### config.mk
export PLATFORM = sky130hd
export DESIGN_NAME = prbs32_lfsr
export DESIGN_NICKNAME = d
export VERILOG_FILES = /design/src/rtl/lvds_pattern_pkg.sv /design/src/rtl/prbs32_lfsr.sv
export SDC_FILE = /design/constraint.sdc
export NUM_CORES = 1
export LEC_CHECK = 0
export ABC_AREA = 1
export CORE_MARGIN = 2
export CORE_UTILIZATION = 40
export DETAILED_ROUTE_END_ITERATION = 6
export GPL_TIMING_DRIVEN = 0
export PLACE_DENSITY = 0.78
export SKIP_LAST_GASP = 1
export SLEW_MARGIN = 15
export SYNTH_ARGS = -nofsm -noshare
export SYNTH_HDL_FRONTEND = slang
export SYNTH_SLANG_ARGS = --single-unit
### constraint.sdc
create_clock -name i_clk -period 1.1 [get_ports i_clk]
set_input_delay 0.165 -clock i_clk [delete_from_list [all_inputs] [get_ports i_clk]]
set_output_delay 0.165 -clock i_clk [all_outputs]
set_load 0.005 [all_outputs]
### src/rtl/lvds_pattern_pkg.sv
// Shared definitions for the LVDS PRBS pattern generator and the TLP receive checker.
// Both ends build their word sequence from these helpers so the streams match bit for bit.
package lvds_pattern_pkg;

    typedef enum logic [2:0] {
        IDLE,
        WAIT_VALID,
        CHECK,
        POP,
        SETTLE,
        DONE
    } state_e;

    // Feedback taps for x^32 + x^22 + x^2 + x + 1 (bits 31, 21, 1, 0).
    localparam logic [31:0] PRBS_TAPS         = 32'h8020_0003;
    localparam logic [31:0] PRBS_SEED_DEFAULT = 32'hFFFF_FFFF;

    function automatic logic [31:0] prbs_next(input logic [31:0] lfsr);
        return {lfsr[30:0], ^(lfsr & PRBS_TAPS)};
    endfunction

    // Bit idx of an expected word repeats the LFSR state every 32 bits.
    function automatic logic prbs_expand_bit(input logic [31:0] lfsr, input int idx);
        logic [4:0] pos;
        pos = idx[4:0];
        return lfsr[pos];
    endfunction

endpackage

### src/rtl/prbs32_lfsr.sv
// 32-bit Fibonacci PRBS register with synchronous load and step enable.
// Shared between the pattern generator and the receive checker.
module prbs32_lfsr
    import lvds_pattern_pkg::*;
#(
    parameter logic [31:0] RESET_SEED = PRBS_SEED_DEFAULT
) (
    input  logic        i_clk,
    input  logic        i_arst,
    input  logic        i_load,
    input  logic        i_step,
    input  logic [31:0] i_seed,
    output logic [31:0] o_state
);

    // NOTE: sequential state uses non-blocking assignments so every register
    // samples pre-edge values and the order of statements cannot create races.
    always_ff @(posedge i_clk or posedge i_arst) begin
        if (i_arst) begin
            o_state <= RESET_SEED;
        end else if (i_load) begin
            o_state <= i_seed;
        end else if (i_step) begin
            o_state <= prbs_next(o_state);
        end
    end

endmodule

# [Word level (Yosys, flattened, before mapping)]
# Cells that the tools add are included.
[op_classes] muxes=2 n_reduce_logical=2
[ops] op="two-way mux 32 bit" count=2
[ops] op="parity 32 bit" count=1
[ops] op="nonzero test 2 bit" count=1
[totals] out_inout_bits=32 ff_bits=32 inputBits=36 word_cells=5

# [Depth between registers and ports, before layout]
# Gate-level depths: netlist of the first run.
[depth] ltp_word=3 depth_mapped=6 depth_no_buf=6

# [Worst setup path after synthesis of the first run]
# OpenSTA, ideal clock, no wires.
[synth_timing] kind="reg-to-reg" start="reg o_state[0]" end="reg o_state[0]" synth_period_minus_slack_ns=0.923 path_stages_with_launch=7 setup_ns=0.061 arrival_ns=0.863 slack_ns=0.177 required_time_ns=1.039 cell_sequence="dfstp_2 > inv_1 > nand2_1 > nand2_1 > nand2_1 > nand3_1 > nand2_1"
[synth_via] elab_chain_len=3
[synth_lines] element="from (decl)" line="prbs32_lfsr.sv:13" rtl="output logic [31:0] o_state"
[synth_lines] element="from (signal assigned)" line="prbs32_lfsr.sv:22" rtl="o_state <= i_seed;"
[synth_lines] element="from (signal assigned)" line="prbs32_lfsr.sv:24" rtl="o_state <= prbs_next(o_state);"
[synth_lines] element="parity 32 bit" line="lvds_pattern_pkg.sv:19" rtl="return {lfsr[30:0], ^(lfsr & PRBS_TAPS)};"
[synth_lines] element="two-way mux 32 bit" line="prbs32_lfsr.sv:23" rtl="end else if (i_step) begin"
[synth_lines] element="two-way mux 32 bit" line="prbs32_lfsr.sv:21" rtl="end else if (i_load) begin"
# Every way passes these cells. The select of a mux whose other input is x is not followed.
# A chain may end at the register's enable or synchronous reset.

# [Worst setup path in the final report of the first run]
[layout_timing] start="reg o_state[0]" end="out o_state[0]"
# No word-level cell between the ends.

==> run_results.csv, run 1 <==
group,metric,value,unit
worst_setup_path,critPathCaptureType,"primary output",
grt,track_usage,0.201,
placed_design,globalplace.congestion,0.747,
clock_network,clockRootBuffer,"clkbuf_8",
finish,layout_commonest_cell,"nand2_1",
sta,fin_crit_sh,1.00,
sta,fmax,908,MHz
route,ant_nets,0,
sta,setup_slack,-0.990,ps
clock_network,numCtsBuffers,5,
floorplan,die-area,4190,sq um
power,internal-power,2.33,mW
yosys,ys.warnings.count,0,
yosys,syn_nets,202,
finish,regMostFlops,"o_state",
floorplan,coreArea,3610,sq um
route,drc,0,
grt,grt_pass1_wl,6.50,mm
route,initialDrtViolationCount,70,
yosys,syn_area,1480,sq um
floorplan,die_y,64.7,um
worst_setup_path,path_max_fanout,2,
worst_setup_path,cp_slowest_cell,"dfstp_2",
sta,slew_viol_final,0,
route,routedWlPerCell,12.5,um
job,drv_cap,0,
run_status,status,"finished, violations left",
sta,worst_slew_pin_slew,641,ps
sta,slew_headroom,0.572,
clock_network,clk_path_buf_depth,2,
route,dr_total_vias,1516,
power,p_leak,1.19,nW
power,p_sw_frac,0.260,
grt,grt-ovfl-total,0,
floorplan,dieWidth,64.7,um
clock_network,clock-sinks,32,
finish,antenna_cells,0,
finish,fin_nets,308,
sta,period_needed,1100,ps
power,p_switching,820,uW
finish,mostFrequentLayoutCells,"77 x nand2_1, 33 x clkdlybuf4s50_1, 32 x dfstp_2",
worst_setup_path,cp_num_buf_inv,1,
yosys,synth_area_leaders,"dfstp_2 57%, nand2_1 20%, a22oi_1 11%",
grt,grt_pass1_vias,1388,
sta,setup_violations,1,
clock_network,clkLatencyLatePin,280,ps
power,clockPowerShare,0.261,
yosys,synth_largest_area_cell,"dfstp_2",
grt,antenna_found_initial,0,
placed_design,io_buffers,66,
floorplan,io-pin-count,68,
worst_hold_path,hold_class,"in2reg",
power,p_comb_frac,0.272,
worst_setup_path,cpLargestDelayFamily,"flip-flops",
yosys,synth_cell_types,14,
finish,largest_reg_flops,32,
finish,reg.largest.list,"o_state: 32 flops",
power,power_frac_seq,0.467,
route,dr.pass1.iters,4,
yosys,netlist.area_leader.share,0.570,
floorplan,start_util,0.409,
power,vdd_ir_drop_max,0.622,mV
yosys,ys_ff_latch,32,
worst_setup_path,max_stage_delay,550,ps
sta,rsz0062_at_grt,"true",
finish,drive_above_1_share,0.452,
sta,fin_skew,5.69,ps
power,powerDensity,1280,nW/um^2
worst_setup_path,worstPathRequired,940,ps
worst_setup_path,cp_data_arrival_time,940,ps
grt,grt_max_degree,33,
placed_design,hpwl,2.52,mm
yosys,netlist_instances,166,
route,drt-total-wl,4.02,mm
run_status,violations,"negative setup slack",
clock_network,cts_tree,"yes",
worst_setup_path,path_cells,"buf_2",
sta,setup_tns,-0.990,ps
power,p_total,3.15,mW
worst_setup_path,critical_path_class,"reg2out",
clock_network,clk_pin_slew_worst_paths,60,ps
finish,area.growth.synth_to_final,67.3,%
sta,final_hold_viol_count,0,
yosys,postSynthAreaPerCell,8.89,sq um
floorplan,num_rows,22,
worst_setup_path,cp-start-kind,"flip-flop",
route,vias_per_cell,4.74,
clock_network,h-tree-depth,2,
yosys,seq_area_frac_synth,0.570,
==> routing by layer <==
layer	vias to the layer above	share of wire	global-route usage
met5	-	0	0
met4	0	0.014	0.0559
met3	6	0.066	0.0712
met2	49	0.49	0.321
met1	710	0.44	0.257
li1	751	-	-
==> layout make-up <==
type,instances,area [sq um]
clock inverter,1,5.00
sequential,32,841
buffer,10,55.1
inverter,7,26.3
multi-input combinational,117,564
clock buffer,6,72.6
fill,315,1140
tap,48,60.1
timing repair buffer,99,843
==> synthesized netlist by cell type <==
master and number:
inv_2 2, clkbuf_1 1, nor2_2 1, a22oi_1 22, o211ai_1 2, buf_2 8
dfstp_2 32, xnor2_1 1, buf_4 1, o21ai_1 1, inv_1 5, nand3_1 9
nor2_4 1, nand2_1 80
==> metrics by stage <==
stage | area [sq um] | instances | setup slack (ps) | util | hold slack (ps)
4_1_cts | 2330 | 315 | -77.9 | 0.646 | 276
3_5_place_dp | 2200 | 280 | -275 | 0.609 | 468
2_1_floorplan | 1480 | 166 | 177 | - | 289
6_report | 2470 | 320 | -0.990 | 0.684 | 271
3_3_place_gp | 2200 | 280 | -258 | 0.609 | 463
5_1_grt | 2470 | 320 | -36.9 | 0.684 | 296
==> tightest hold or removal path: stages <==
cell and delay [ps]:
buf_2 180, a22oi_1 110, nand2_1 60
==> timing repair <==
| item | in CTS | in global routing |
|---|---|---|
| cloned | 0 | 0 |
| buffers inserted | 28 | 5 |
| hold buffers | 0 | 0 |
| gates resized for setup | 126 | 25 |
| endpoints found under the setup margin | 32 | 31 |
| pin swaps | 0 | 3 |
==> path summary, 6_finish.rpt <==
path                            depth (start not counted)           to        start  slack, ps
worst max-delay path                                    1   o_state[0]   o_state[0]         -1
worst min-delay path                                    3  o_state[30]       i_load        270
worst max register to register                          7   o_state[0]  o_state[21]         30
worst min register to register                          2  o_state[14]  o_state[13]        470
max in group asynchronous                               2  o_state[19]       i_arst        400
min in group asynchronous                               2   o_state[7]       i_arst        670
==> cells by family after synthesis <==
kind of cell / Yosys count / synth area share
AO/OA/AOI/OAI: 25 / 0.126
AND/OR/NAND/NOR: 91 / 0.246
XOR/XNOR: 1 / 0.00594
flip-flops: 32 / 0.570
buffers and inverters: 17 / 0.0526
==> power by group through the flow <==
| stage | clock, mW | sequential (mW) | combinational [mW] |
|---|---|---|---|
| after floorplan | 0 | 1.52 | 0.240 |
| final | 0.824 | 1.47 | 0.856 |
| after CTS | 0.850 | 1.46 | 0.754 |
| after detailed placement | 0 | 1.52 | 0.676 |
| after global routing | 0.915 | 1.49 | 0.939 |
| after global placement | 0 | 1.51 | 0.666 |
No activity file was read; power rests on OpenSTA's default activity.
==> run 2: changes to the inputs <==
--- a/config.mk
+++ b/config.mk
@@ -10,7 +10,7 @@
 export CORE_UTILIZATION = 40
 export DETAILED_ROUTE_END_ITERATION = 6
 export GPL_TIMING_DRIVEN = 0
-export PLACE_DENSITY = 0.78
+export PLACE_DENSITY = 0.87
 export SKIP_LAST_GASP = 1
 export SLEW_MARGIN = 15
 export SYNTH_ARGS = -nofsm -noshare
==> run 2 against run 1 <==
Effect of this change:
- the run still ends with negative setup slack left
- wire length up 6.8%
- global-route usage grew 1.1 points
- setup slack worse by 6.7 ps
- first-iteration DRC count rose by 64%
- clock skew grew 2.5 ps
- cell count is 1.3% higher
- hold slack lost 27 ps
- clock power grew 50%
- power up 14%
==> run_results.csv, run 2 (same netlist as run 1, synthesis figures left out) <==
group,metric,value,unit
grt,track_usage,0.211,
floorplan,dieWidth,64.7,um
worst_setup_path,critPathCaptureType,"primary output",
finish,final.fill_count,287,
clock_network,clkLatencyLatePin,290,ps
power,vdd_ir_drop_max,0.849,mV
job,drv_cap,0,
run_status,violations,"negative setup slack",
finish,area.growth.synth_to_final,71.8,%
floorplan,die_y,64.7,um
finish,final_cells,324,
grt,grt_pass1_vias,1470,
sta,slew_viol_final,0,
worst_setup_path,cp_data_arrival_time,940,ps
worst_setup_path,critical_path_class,"reg2out",
grt,antenna_found_initial,0,
worst_setup_path,r2r_end,"o_state[0]",
worst_setup_path,r2r_setup_slack,30,ps
grt,grt-ovfl-total,0,
route,dr_total_vias,1565,
run_status,status,"finished, violations left",
worst_setup_path,crit_end,"o_state[22]",
placed_design,dp_cells,280,
worst_setup_path,max_stage_delay,550,ps
route,ant_nets,0,
route,vias_per_cell,4.83,
finish,regMostFlops,"o_state",
clock_network,clk_path_buf_depth,2,
sta,fmax,903,MHz
placed_design,hpwl,2.52,mm
worst_setup_path,cp-start-kind,"flip-flop",
worst_setup_path,reg2regPathDepth,7,
finish,layout_commonest_cell,"nand2_1",
route,dr.pass1.iters,4,
worst_setup_path,cpLargestDelayFamily,"flip-flops",
floorplan,start_util,0.409,
grt,grt_max_degree,33,
power,p_leak,1.23,nW
power,powerDensity,1420,nW/um^2
route,drc,0,
sta,fin_skew,8.18,ps
worst_setup_path,setup.worst_path.start,"o_state[22]",
finish,antenna_cells,0,
sta,rsz0062_at_grt,"true",
placed_design,io_buffers,66,
clock_network,clock-sinks,32,
floorplan,die-area,4190,sq um
floorplan,num_rows,22,
clock_network,cts_tree,"yes",
clock_network,h-tree-depth,2,
finish,fin_util,0.703,
worst_setup_path,r2r_start,"o_state[21]",
worst_setup_path,cp_num_buf_inv,1,
route,drt-total-wl,4.29,mm
finish,drive_above_1_share,0.467,
finish,reg.largest.list,"o_state: 32 flops",
sta,hold_ws,244,ps
worst_setup_path,worstPathRequired,940,ps
route,initialDrtViolationCount,115,
sta,setup_slack,-7.65,ps
route,routedWlPerCell,13.2,um
sta,worst_slew_pin_slew,647,ps
sta,period_needed,1110,ps
finish,largest_reg_flops,32,
finish,mostFrequentLayoutCells,"76 x nand2_1, 33 x clkdlybuf4s50_1, 33 x buf_4",
worst_hold_path,hold_class,"in2reg",
worst_setup_path,cp.depth,1,
sta,final_hold_viol_count,0,
floorplan,io-pin-count,68,
worst_setup_path,cp_slowest_cell,"dfstp_2",
worst_setup_path,path_cells,"buf_2",
clock_network,clockRootBuffer,"clkbuf_8",
finish,fin_nets,311,
grt,grt_pass1_wl,6.78,mm
sta,fin_crit_sh,1.01,
clock_network,clk_pin_slew_worst_paths,60,ps
sta,setup_violations,7,
floorplan,coreArea,3610,sq um
clock_network,numCtsBuffers,5,
sta,slew_headroom,0.568,
worst_setup_path,path_max_fanout,3,
placed_design,globalplace.congestion,0.821,
-- run 2: per-stage QoR --
stage | worst slack [ps] | instance area, sq um | TNS (ps) | power (mW)
after CTS | -79.2 | 2400 | -133 | 3.48
after global routing | -34.5 | 2530 | -540 | 3.76
after floorplan | 177 | 1480 | 0 | 1.76
after global placement | -257 | 2200 | -16440 | 2.18
after detailed placement | -294 | 2200 | -18100 | 2.19
final | -7.65 | 2530 | -32.1 | 3.59
-- run 2: worst min-delay path by stage --
stage | start | endpoint | slack (ps) | cells after the start
2_1_floorplan | i_seed[10] | o_state[10] | 290 | 2
3_3_place_gp | o_state[23] | o_state[24] | 460 | 2
3_5_place_dp | o_state[23] | o_state[24] | 460 | 2
4_1_cts | i_load | o_state[30] | 240 | 3
5_1_grt | i_load | o_state[30] | 290 | 3
6_report | i_load | o_state[30] | 240 | 3
-- run 2: worst min-delay path, cell delays in order --
cell and delay [ps]:
buf_2 170, a22oi_1 100, nand2_1 60
-- run 2: what timing repair did --
item / 4_1_cts / 5_1_grt
endpoints found under the setup margin: 32 / 35
buffers inserted: 29 / 7
gates resized for setup: 128 / 23
pin swaps: 0 / 6
hold buffers: 0 / 0
-- run 2: where the power goes --
part           switching, mW  internal [mW]  leakage [nW]
combinational          0.363          0.520         0.829
clock                  0.443          0.799        0.0645
sequential            0.0788           1.39         0.336
-- run 2: metal layers --
layer	routed length, um	GRT usage	vias to the layer above
li1	-	-	764
met1	1820	0.264	744
met2	2200	0.357	49
met3	201	0.0399	8
met4	76	0.0878	0
met5	0	0	-
-- run 2: final cells by class --
cell class	instances	area, sq um	area share
inverter	7	31.3	0.0123
multi-input combinational	117	567	0.224
tap	48	60.1	0.0237
buffer	10	55.1	0.0217
sequential	32	841	0.332
clock inverter	1	30.0	0.0119
timing repair buffer	102	853	0.337
clock buffer	7	96.3	0.0380
